### src/rtl/feature_stream_packer.sv
// Captures CHIP keypoint records into a small FIFO and serialises each frame as
// a 32-bit valid/ready stream: header, nine words per feature, then a trailer.
module feature_stream_packer #(
  parameter int DEPTH = 4,
  parameter int CNTW  = 16
) (
  input  logic         i_clk,
  input  logic         i_rst_n,
  input  logic         i_start,
  input  logic         i_end,
  input  logic         i_flag,
  input  logic [9:0]   i_coordinate_X,
  input  logic [9:0]   i_coordinate_Y,
  input  logic [7:0]   i_score,
  input  logic [255:0] i_descriptor,
  output logic [31:0]  o_data,
  output logic         o_valid,
  input  logic         i_ready,
  output logic         o_overflow,
  output logic         o_busy
);
  localparam int AW = $clog2(DEPTH);
  localparam int RW = 284;

  typedef enum logic [1:0] {IDLE, HEAD, FEAT, TRAIL} state_t;

  state_t          state_q, state_d;
  logic [3:0]      widx_q, widx_d;
  logic [31:0]     data_q, data_d;
  logic            valid_q, valid_d;
  logic            frame_open_q, frame_open_d;
  logic            hdr_pend_q, hdr_pend_d;
  logic            trail_pend_q, trail_pend_d;
  logic [31:0]     trail_word_q, trail_word_d;
  logic            ovf_q, ovf_d;
  logic            drop_rec_q, drop_rec_d;
  logic            rd_valid_q, rd_valid_d;
  logic [AW-1:0]   wr_ptr_q, wr_ptr_d, rd_ptr_q, rd_ptr_d;
  logic [AW:0]     fcnt_q, fcnt_d;
  logic [CNTW-1:0] count_q, count_d;

  logic            abort, open_eff, full, do_write, drop, accept, do_pop;
  logic [AW-1:0]   wr_base, rd_base;
  logic [AW:0]     cnt_base, cnt_after_pop;

  logic [RW-1:0]   mem [DEPTH];
  logic [RW-1:0]   rd_rec_q;
  logic [31:0]     feat_word [9];

  // Record layout: {score, X, Y, descriptor}; descriptor goes out MSW first.
  assign feat_word[0] = {4'h1, rd_rec_q[283:276], rd_rec_q[275:266], rd_rec_q[265:256]};
  for (genvar gi = 1; gi < 9; gi++) begin : g_desc
    assign feat_word[gi] = rd_rec_q[255 - 32*(gi-1) -: 32];
  end

  always_comb begin
    abort    = i_start & frame_open_q;
    open_eff = frame_open_q | i_start;
    wr_base  = abort ? '0 : wr_ptr_q;
    rd_base  = abort ? '0 : rd_ptr_q;
    cnt_base = abort ? '0 : fcnt_q;
    full     = (cnt_base == (AW+1)'(DEPTH));
    do_write = i_flag & open_eff & ~full;
    drop     = i_flag & open_eff & full;
    accept   = valid_q & i_ready;

    state_d      = state_q;
    widx_d       = widx_q;
    data_d       = data_q;
    valid_d      = valid_q;
    hdr_pend_d   = hdr_pend_q;
    trail_pend_d = trail_pend_q;
    drop_rec_d   = drop_rec_q;
    do_pop       = 1'b0;

    case (state_q)
      IDLE: begin
        // A start this cycle may flush the FIFO, so wait for its header first.
        if (!i_start) begin
          if (hdr_pend_q) begin
            state_d    = HEAD;
            data_d     = 32'd0;
            valid_d    = 1'b1;
            hdr_pend_d = 1'b0;
          end else if (rd_valid_q) begin
            state_d = FEAT;
            widx_d  = 4'd0;
            data_d  = feat_word[0];
            valid_d = 1'b1;
          end else if (trail_pend_q && fcnt_q == '0) begin
            state_d      = TRAIL;
            data_d       = trail_word_q;
            valid_d      = 1'b1;
            trail_pend_d = 1'b0;
          end
        end
      end
      HEAD, TRAIL: begin
        if (accept) begin
          state_d = IDLE;
          valid_d = 1'b0;
        end
      end
      FEAT: begin
        if (accept) begin
          if (widx_q == 4'd8 || abort || drop_rec_q) begin
            state_d    = IDLE;
            valid_d    = 1'b0;
            drop_rec_d = 1'b0;
            do_pop     = (widx_q == 4'd8) && !abort && !drop_rec_q;
          end else begin
            widx_d = widx_q + 4'd1;
            data_d = feat_word[widx_q + 4'd1];
          end
        end else if (abort) begin
          // Finish only the word already on the bus; the rest of the record is gone.
          drop_rec_d = 1'b1;
        end
      end
      default: state_d = IDLE;
    endcase

    cnt_after_pop = cnt_base - (AW+1)'(do_pop);
    rd_ptr_d      = rd_base + AW'(do_pop);
    wr_ptr_d      = wr_base + AW'(do_write);
    fcnt_d        = cnt_after_pop + (AW+1)'(do_write);
    // Head entry is readable next cycle only if it was written before this edge.
    rd_valid_d    = (cnt_after_pop != '0);

    count_d = i_start ? '0 : count_q;
    if (do_write && count_d != '1) count_d = count_d + CNTW'(1);
    ovf_d = (i_start ? 1'b0 : ovf_q) | drop;

    frame_open_d = frame_open_q;
    if (i_start) begin
      frame_open_d = 1'b1;
      hdr_pend_d   = 1'b1;
    end
    if (abort) trail_pend_d = 1'b0;
    trail_word_d = trail_word_q;
    if (i_end && open_eff) begin
      frame_open_d = 1'b0;
      trail_pend_d = 1'b1;
      trail_word_d = {4'hE, ovf_d, 11'd0, 16'(count_d)};
    end
  end

  always_ff @(posedge i_clk or negedge i_rst_n) begin
    if (!i_rst_n) begin
      state_q      <= IDLE;
      widx_q       <= '0;
      data_q       <= '0;
      valid_q      <= 1'b0;
      frame_open_q <= 1'b0;
      hdr_pend_q   <= 1'b0;
      trail_pend_q <= 1'b0;
      trail_word_q <= '0;
      ovf_q        <= 1'b0;
      drop_rec_q   <= 1'b0;
      rd_valid_q   <= 1'b0;
      wr_ptr_q     <= '0;
      rd_ptr_q     <= '0;
      fcnt_q       <= '0;
      count_q      <= '0;
    end else begin
      state_q      <= state_d;
      widx_q       <= widx_d;
      data_q       <= data_d;
      valid_q      <= valid_d;
      frame_open_q <= frame_open_d;
      hdr_pend_q   <= hdr_pend_d;
      trail_pend_q <= trail_pend_d;
      trail_word_q <= trail_word_d;
      ovf_q        <= ovf_d;
      drop_rec_q   <= drop_rec_d;
      rd_valid_q   <= rd_valid_d;
      wr_ptr_q     <= wr_ptr_d;
      rd_ptr_q     <= rd_ptr_d;
      fcnt_q       <= fcnt_d;
      count_q      <= count_d;
    end
  end

  always_ff @(posedge i_clk) begin
    if (do_write) mem[wr_base] <= {i_score, i_coordinate_X, i_coordinate_Y, i_descriptor};
    rd_rec_q <= mem[rd_ptr_d];
  end

  assign o_data     = data_q;
  assign o_valid    = valid_q;
  assign o_overflow = ovf_q;
  assign o_busy     = frame_open_q | (fcnt_q != '0) | hdr_pend_q | trail_pend_q | valid_q;

endmodule

### config.mk
export PLATFORM = sky130hd
export DESIGN_NAME = feature_stream_packer
export DESIGN_NICKNAME = d
export VERILOG_FILES = /design/src/rtl/feature_stream_packer.sv
export SDC_FILE = /design/constraint.sdc
export NUM_CORES = 2
export LEC_CHECK = 0
export ABC_AREA = 1
export CAP_MARGIN = 40
export CORE_MARGIN = 2
export CORE_UTILIZATION = 36
export CTS_CLUSTER_SIZE = 40
export DETAILED_ROUTE_END_ITERATION = 10
export PLACE_DENSITY = 0.65
export SLEW_MARGIN = 20
export SYNTH_ARGS = -nofsm -noshare
export SYNTH_HDL_FRONTEND = slang
export SYNTH_SLANG_ARGS = --single-unit
### constraint.sdc
create_clock -name i_clk -period 29.4 [get_ports i_clk]
set_input_delay 5.88 -clock i_clk [delete_from_list [all_inputs] [get_ports i_clk]]
set_output_delay 5.88 -clock i_clk [all_outputs]
set_load 0.005 [all_outputs]
# Word level (Yosys, flattened, before mapping)

Memories as Yosys holds them, arrays and structs flattened. A register that Yosys moved wholly into a read port is not among the register bits.
Index checks and enable logic that the tools add are counted.

Latch bits: 0
Memories kept: 1
Logic and storage cells: 135
Register bits after elaboration: 86
Input bits: 290
Memory bits (writable): 1136
Bits in read-only memories: 0
Output and inout bits: 35

Multiplexer cells: 56
Add/sub/neg operators: 6
Bitwise operators: 13
Shifts and indexed selects: 0
Equal/unequal tests: 18
Magnitude comparators: 1
Div/mod/pow operators: 0
Reductions and logical operators: 25
Multiply operators: 0

Memory list:

| name | depth | width | read ports | clocked after memory_dff | write ports | RTL line | source |
|---|---|---|---|---|---|---|---|
| mem  | 4     | 284   | 1          | 1                        | 1           | 46       | `logic [RW-1:0] mem [DEPTH];` |

Operators by type and width:

| operator                | number |
|---|---|
| $mux W32                | 8 |
| $bmux W32 S4            | 1 |
| $pmux W32 S2            | 1 |
| $mux W16                | 2 |
| $mux W1                 | 26 |
| $mux W4                 | 5 |
| $mux W2                 | 9 |
| $add A16 B1 Y16 const B | 1 |
| $ne A16 B16 Y1 const B  | 1 |
| $reduce_and A5 Y1       | 3 |
| $ne A2 B2 Y1 const B    | 7 |
| $reduce_bool A3 Y1      | 4 |
| $ne A3 B1 Y1 const B    | 3 |
| $pmux W4 S2             | 1 |
| $reduce_bool A2 Y1      | 4 |
| $or A1 B1 Y1            | 6 |
| $pmux W2 S3             | 1 |
| $reduce_and A6 Y1       | 1 |
| $and A1 B1 Y1           | 5 |
| $ge A5 B5 Y1 const B    | 1 |
| $logic_and A1 B1 Y1     | 5 |
| $not A4 Y5              | 1 |
| $add A2 B1 Y2           | 2 |
| $add A4 B1 Y4 const B   | 1 |
| 17 further kinds        | 20 |

# Logic depth before layout (Yosys ltp)

Depth in word-level cells: 9
Mapped depth: 17
Depth with buffers taken out: 15

# Worst setup path after synthesis

Ideal clock, no wire load.

Path type: input to register
Start point: input i_start
End point: memory mem[2][0], enable pin
Setup time: 1.623 ns
Cell stages on the path: 7
Data required time: 27.777 ns
Setup slack: -5.330 ns
Arrival time: 33.107 ns
Cells stage by stage: buf_6 > nand2_4 > nand2_2 > nor2_2 > nor2_8 > inv_2 > nor4_1

Cells in the longest elaborated chain, start to end: 7
Elaborated cells on any way between the ends: 10
Classes of those cells: eq/ne (1); mux (4); bitwise (5)

RTL lines:

| item                          | RTL line | source |
|---|---|---|
| start: declaration            | 9        | `input logic i_start,` |
| $and A1 B1 Y1                 | 57       | `abort = i_start & frame_open_q;` |
| $mux W3                       | 61       | `cnt_base = abort ? '0 : fcnt_q;` |
| $eq A3 B3 Y1                  | 62       | `full = (cnt_base == (AW+1)'(DEPTH));` |
| $not A1 Y1                    | 63       | `do_write = i_flag & open_eff & ~full;` |
| $and A1 B1 Y1                 | 63       |  |
| $mux W1                       | 185      | `if (do_write) mem[wr_base] <= {i_score, i_coordinate_X, i_coordinate_Y, i_descriptor};` |
| $mux W1 (not written as such) | 185      |  |
| end: declaration              | 46       |  |

Parallel ways exist; a longest one is shown, timed or not.

# Worst setup path after layout

Start point: input i_start
End point: register rd_rec_q[123] (read register of mem)

Cells in the longest elaborated chain, start to end: 8
Elaborated cells on any way between the ends: 11
Classes of those cells: add/sub (1); mux (4); bitwise (1); reduce/logical (5)

RTL lines:

| item                              | RTL line | source |
|---|---|---|
| $and A1 B1 Y1 (*)                 | 57       |  |
| $logic_not A1 Y1                  | 110      | `do_pop = (widx_q == 4'd8) && !abort && !drop_rec_q;` |
| $logic_and A1 B1 Y1 (2 in series) | 110      |  |
| $mux W1                           | 106      | `if (widx_q == 4'd8 \|\| abort \|\| drop_rec_q) begin` |
| $mux W1                           | 105      | `if (accept) begin` |
| $mux W1                           | 76       | `case (state_q)` |
| $add A2 B1 Y2 (*)                 | 124      | `rd_ptr_d = rd_base + AW'(do_pop);` |
| named net rd_ptr_d[0]             | 38       | `logic [AW-1:0] wr_ptr_q, wr_ptr_d, rd_ptr_q, rd_ptr_d;` |
| end: declaration                  | 47       | `logic [RW-1:0] rd_rec_q;` |

Mark *: on every way through the listed nets, which the timed path passes. The rest lies on a longest branch.
A chain may end at the register's enable or synchronous reset.

==> results.md <==
* Clock Power Share at 36.3%
* Clk buf depth at 3
* Setup Total Neg Slack at 0 ns
* Seq pwr share at 49.9%
* Crit-path slowest cell: clkdlybuf4s50_1
* Worst path cell trace: clkdlybuf4s50_1 -> nand2_4 -> nand2_1 -> nor4_1 -> ha_4 -> buf_4 -> buf_16 -> buf_4 -> buf_16 -> buf_4 -> buf_12 -> mux2i_1 -> o21ai_0
* Synth warn at 0
* Share of the synthesized area in the top cell type at 60.6%
* WL final at 150 mm
* Worst path most repeated cell: buf_4
* Cell taking the most area after synthesis: edfxtp_1
* Critical Path Sink Type: flop
* Vias in the first global route at 32,061
* Hold_buf cts at 0
* Overall Power at 0.00538 W
* Worst hold path class: reg -> reg
* Pint at 0.00392 W
* Peak supply drop at 0.0000472 V
* Unrepaired setup endpoints after global routing: no
* Comb power frac at 13.8%
* Final ANT Viol Nets at 0
* Critical Path RT at 30.03 ns
* # resized after CTS at 0
* Status: complete, no violations
* Final WS setup at 19.92 ns
* DR vias/cell at 5.05
* Largest net degree at the start of global routing at 138
* NumNets Final at 4,669
* CTS tree: done
* CTS sink cnt at 1,506
* Setup bufs post-CTS at 0
* Fmax at 105 MHz
* Critical Path Max Stage Delay at 0.59 ns
* Core area at 156,000 sq um
* Critical path class: in -> reg
* First DRT Iteration DRCs at 3,050
* Total leakage power at 22.3 nW
* Drc violations at 0
* Most numerous cell in the Yosys netlist: edfxtp_1
* Syn avg cell area at 13.9 sq um
* H-tree Lvls at 4
* CP Max Fanout at 56
* Initial antenna violation count at 40
* Synth cell types at 36
* Setup violators final at 0
* CTS Root Cell: clkbuf_16
* Synth cell count leaders: edfxtp_1, nand2_1, o21ai_0
* DIE HEIGHT at 399 microns
* Slew HR at 30.3%
* Ys flop type: edfxtp_1
* GR Util All Layers at 18.6%
* Worst-path clk slew at 0.06 ns
* Wire per inst at 22.9 microns
* Clk_lat worst skew at 0.81 ns
* GRT overflow at 0
* PortBufs at 324
* Seq/Total Area, Yosys at 74.6%
* Min cycle time layout at 9.48 ns
* Share of layout cells above drive strength 1 at 14.0%
* Fin. Hold Viols at 0
* Mapped Area at 56,300 sq um
* Initial Util at 36.1%
* NetSw at 0.00145 W
* Via count at 33,187
* Worst Max-Slew Pin Slew at 1.05 ns
* Die area at 159,000 sq um
* Flops & latches, synth at 1,506
* Largest cells by area after synthesis: edfxtp_1, dfxtp_1, mux2i_1
* Drt pass-1 iters at 6
* Post-Syn Instances at 4,047
* Final core occ at 43.2%
* Period utilization at 32.3%
* Area growth syn-to-layout at 19.6%
* Sw Share at 27.1%
* Critical Path Source Type: input port
* FP Rows at 145
* Worst path arrival time at 10.11 ns
* Die Span X at 399 microns
* Reported max-cap violation count at 0
* GP Congestion at 0.869
* Worst clock skew at 0.0523 ns
* Syn Nets at 4,346
* Dpl hpwl at 98.3 mm
* First-pass GRT wire length at 216 mm
* Final Max Tran Viols at 0
* Post-synth EDFFs at 1,136
* Pre-CTS setup slack at 18.21 ns
* Pwr dens at 79.9 nW/um^2
* WHS at 0.460 ns
* Ys async rst share at 5.71%
* Io pins at 325
* Total CTS buffers at 155
[logic make-up after synthesis]
| family | Yosys count | synth area share [%] |
|---|---|---|
| simple gates | 1213 | 10.0 |
| xor+xnor | 12 | 0.214 |
| mux | 284 | 5.05 |
| flops | 1506 | 74.6 |
| fa+ha+maj | 9 | 0.200 |
| buf+inv | 348 | 2.69 |
| compound gates | 675 | 7.27 |
[path summary, 6_finish.rpt]
| kind | cells past startpoint | start | endpoint | slack (ns) |
|---|---|---|---|---|
| max | 13 | i_start | rd_rec_q[123] | 19.92 |
| min | 2 | mem[2][158] | rd_rec_q[158] | 0.46 |
| max reg2reg | 14 | widx_q[0] | rd_rec_q[123] | 24.63 |
| min reg2reg | 2 | mem[2][158] | rd_rec_q[158] | 0.46 |
| max in group asynchronous | 3 | i_rst_n | o_data[25] | 23.42 |
| min in group asynchronous | 1 | i_rst_n | count_q[11] | 4.96 |
[sequential cells by signal (all words and copies together) (netlist names), 2 cells and up]
name	cells
count_q	16
o_data	32
widx_q	4
wr_ptr_q	2
rd_rec_q	284
state_q	2
fcnt_q	3
rd_ptr_q	2
trail_word_q	18
mem	1136
[routing by layer]
layer	track usage, %	share of wire, %
met3	5.22	8.2
met2	30.5	49
met5	0	0.22
met4	5.55	2.6
met1	24.0	40
[power by group through the flow]
| stage | Combinational, W | Clock (W) | Sequential (W) |
|---|---|---|---|
| floorplan | 0.000377 | 0 | 0.00282 |
| global placement | 0.000724 | 0 | 0.00272 |
| detailed placement | 0.000746 | 0 | 0.00273 |
| CTS | 0.000749 | 0.00199 | 0.00269 |
| global route | 0.000811 | 0.00207 | 0.00270 |
| finish | 0.000744 | 0.00195 | 0.00268 |
[cell type report]
cell class,count,area [sq um]
clock inverters,83,847
repair buffers,399,4290
multi-input cells,2193,12900
inverters,115,442
flip-flops and latches,1506,42000
diodes,6,15.0
fillers,13890,88400
clock buffers,207,4300
well taps,2058,2570
[stage by stage]
| step | std cells | instance area [sq um] |
|---|---|---|
| global route | 6563 | 67300 |
| finish | 6567 | 67300 |
| global placement | 6244 | 61500 |
| detailed placement | 6267 | 62000 |
| CTS | 6557 | 67200 |
| floorplan | 4047 | 56300 |
[worst max-delay path: cells and delay by family]
kind,cells,cell delay (ns)
adders and majority gates,1,0.41
AOI/OAI and AO/OA,1,0.12
and+or+nand+nor,3,0.80
muxes,1,0.21
buffers and inverters,7,2.51
[cells in the final DEF, fill, tap and decap left out, types with 3 or more instances in the layout]
cell	count
nor2_4	4
diode_2	6
nor3_2	3
dfrtp_1	85
clkinv_1	26
nor2_2	8
inv_6	4
a21oi_1	50
dfxtp_1	284
clkbuf_8	16
o21ai_1	28
clkbuf_1	33
nand4_1	39
or2_2	284
mux2i_1	284
clkbuf_16	158
clkinv_16	5
and2_1	6
buf_4	46
clkdlybuf4s50_1	323
clkinv_2	26
o211ai_1	284
nor2_1	272
nand3_1	114
inv_16	4
clkinvlp_4	8
buf_16	16
inv_1	106
bufinv_16	9
buf_12	13
nand2_2	6
o21ai_0	311
edfxtp_1	1136
nand2_1	469
ha_1	8
inv_2	6
xor2_1	7
Power figures use the tool's default switching activity.
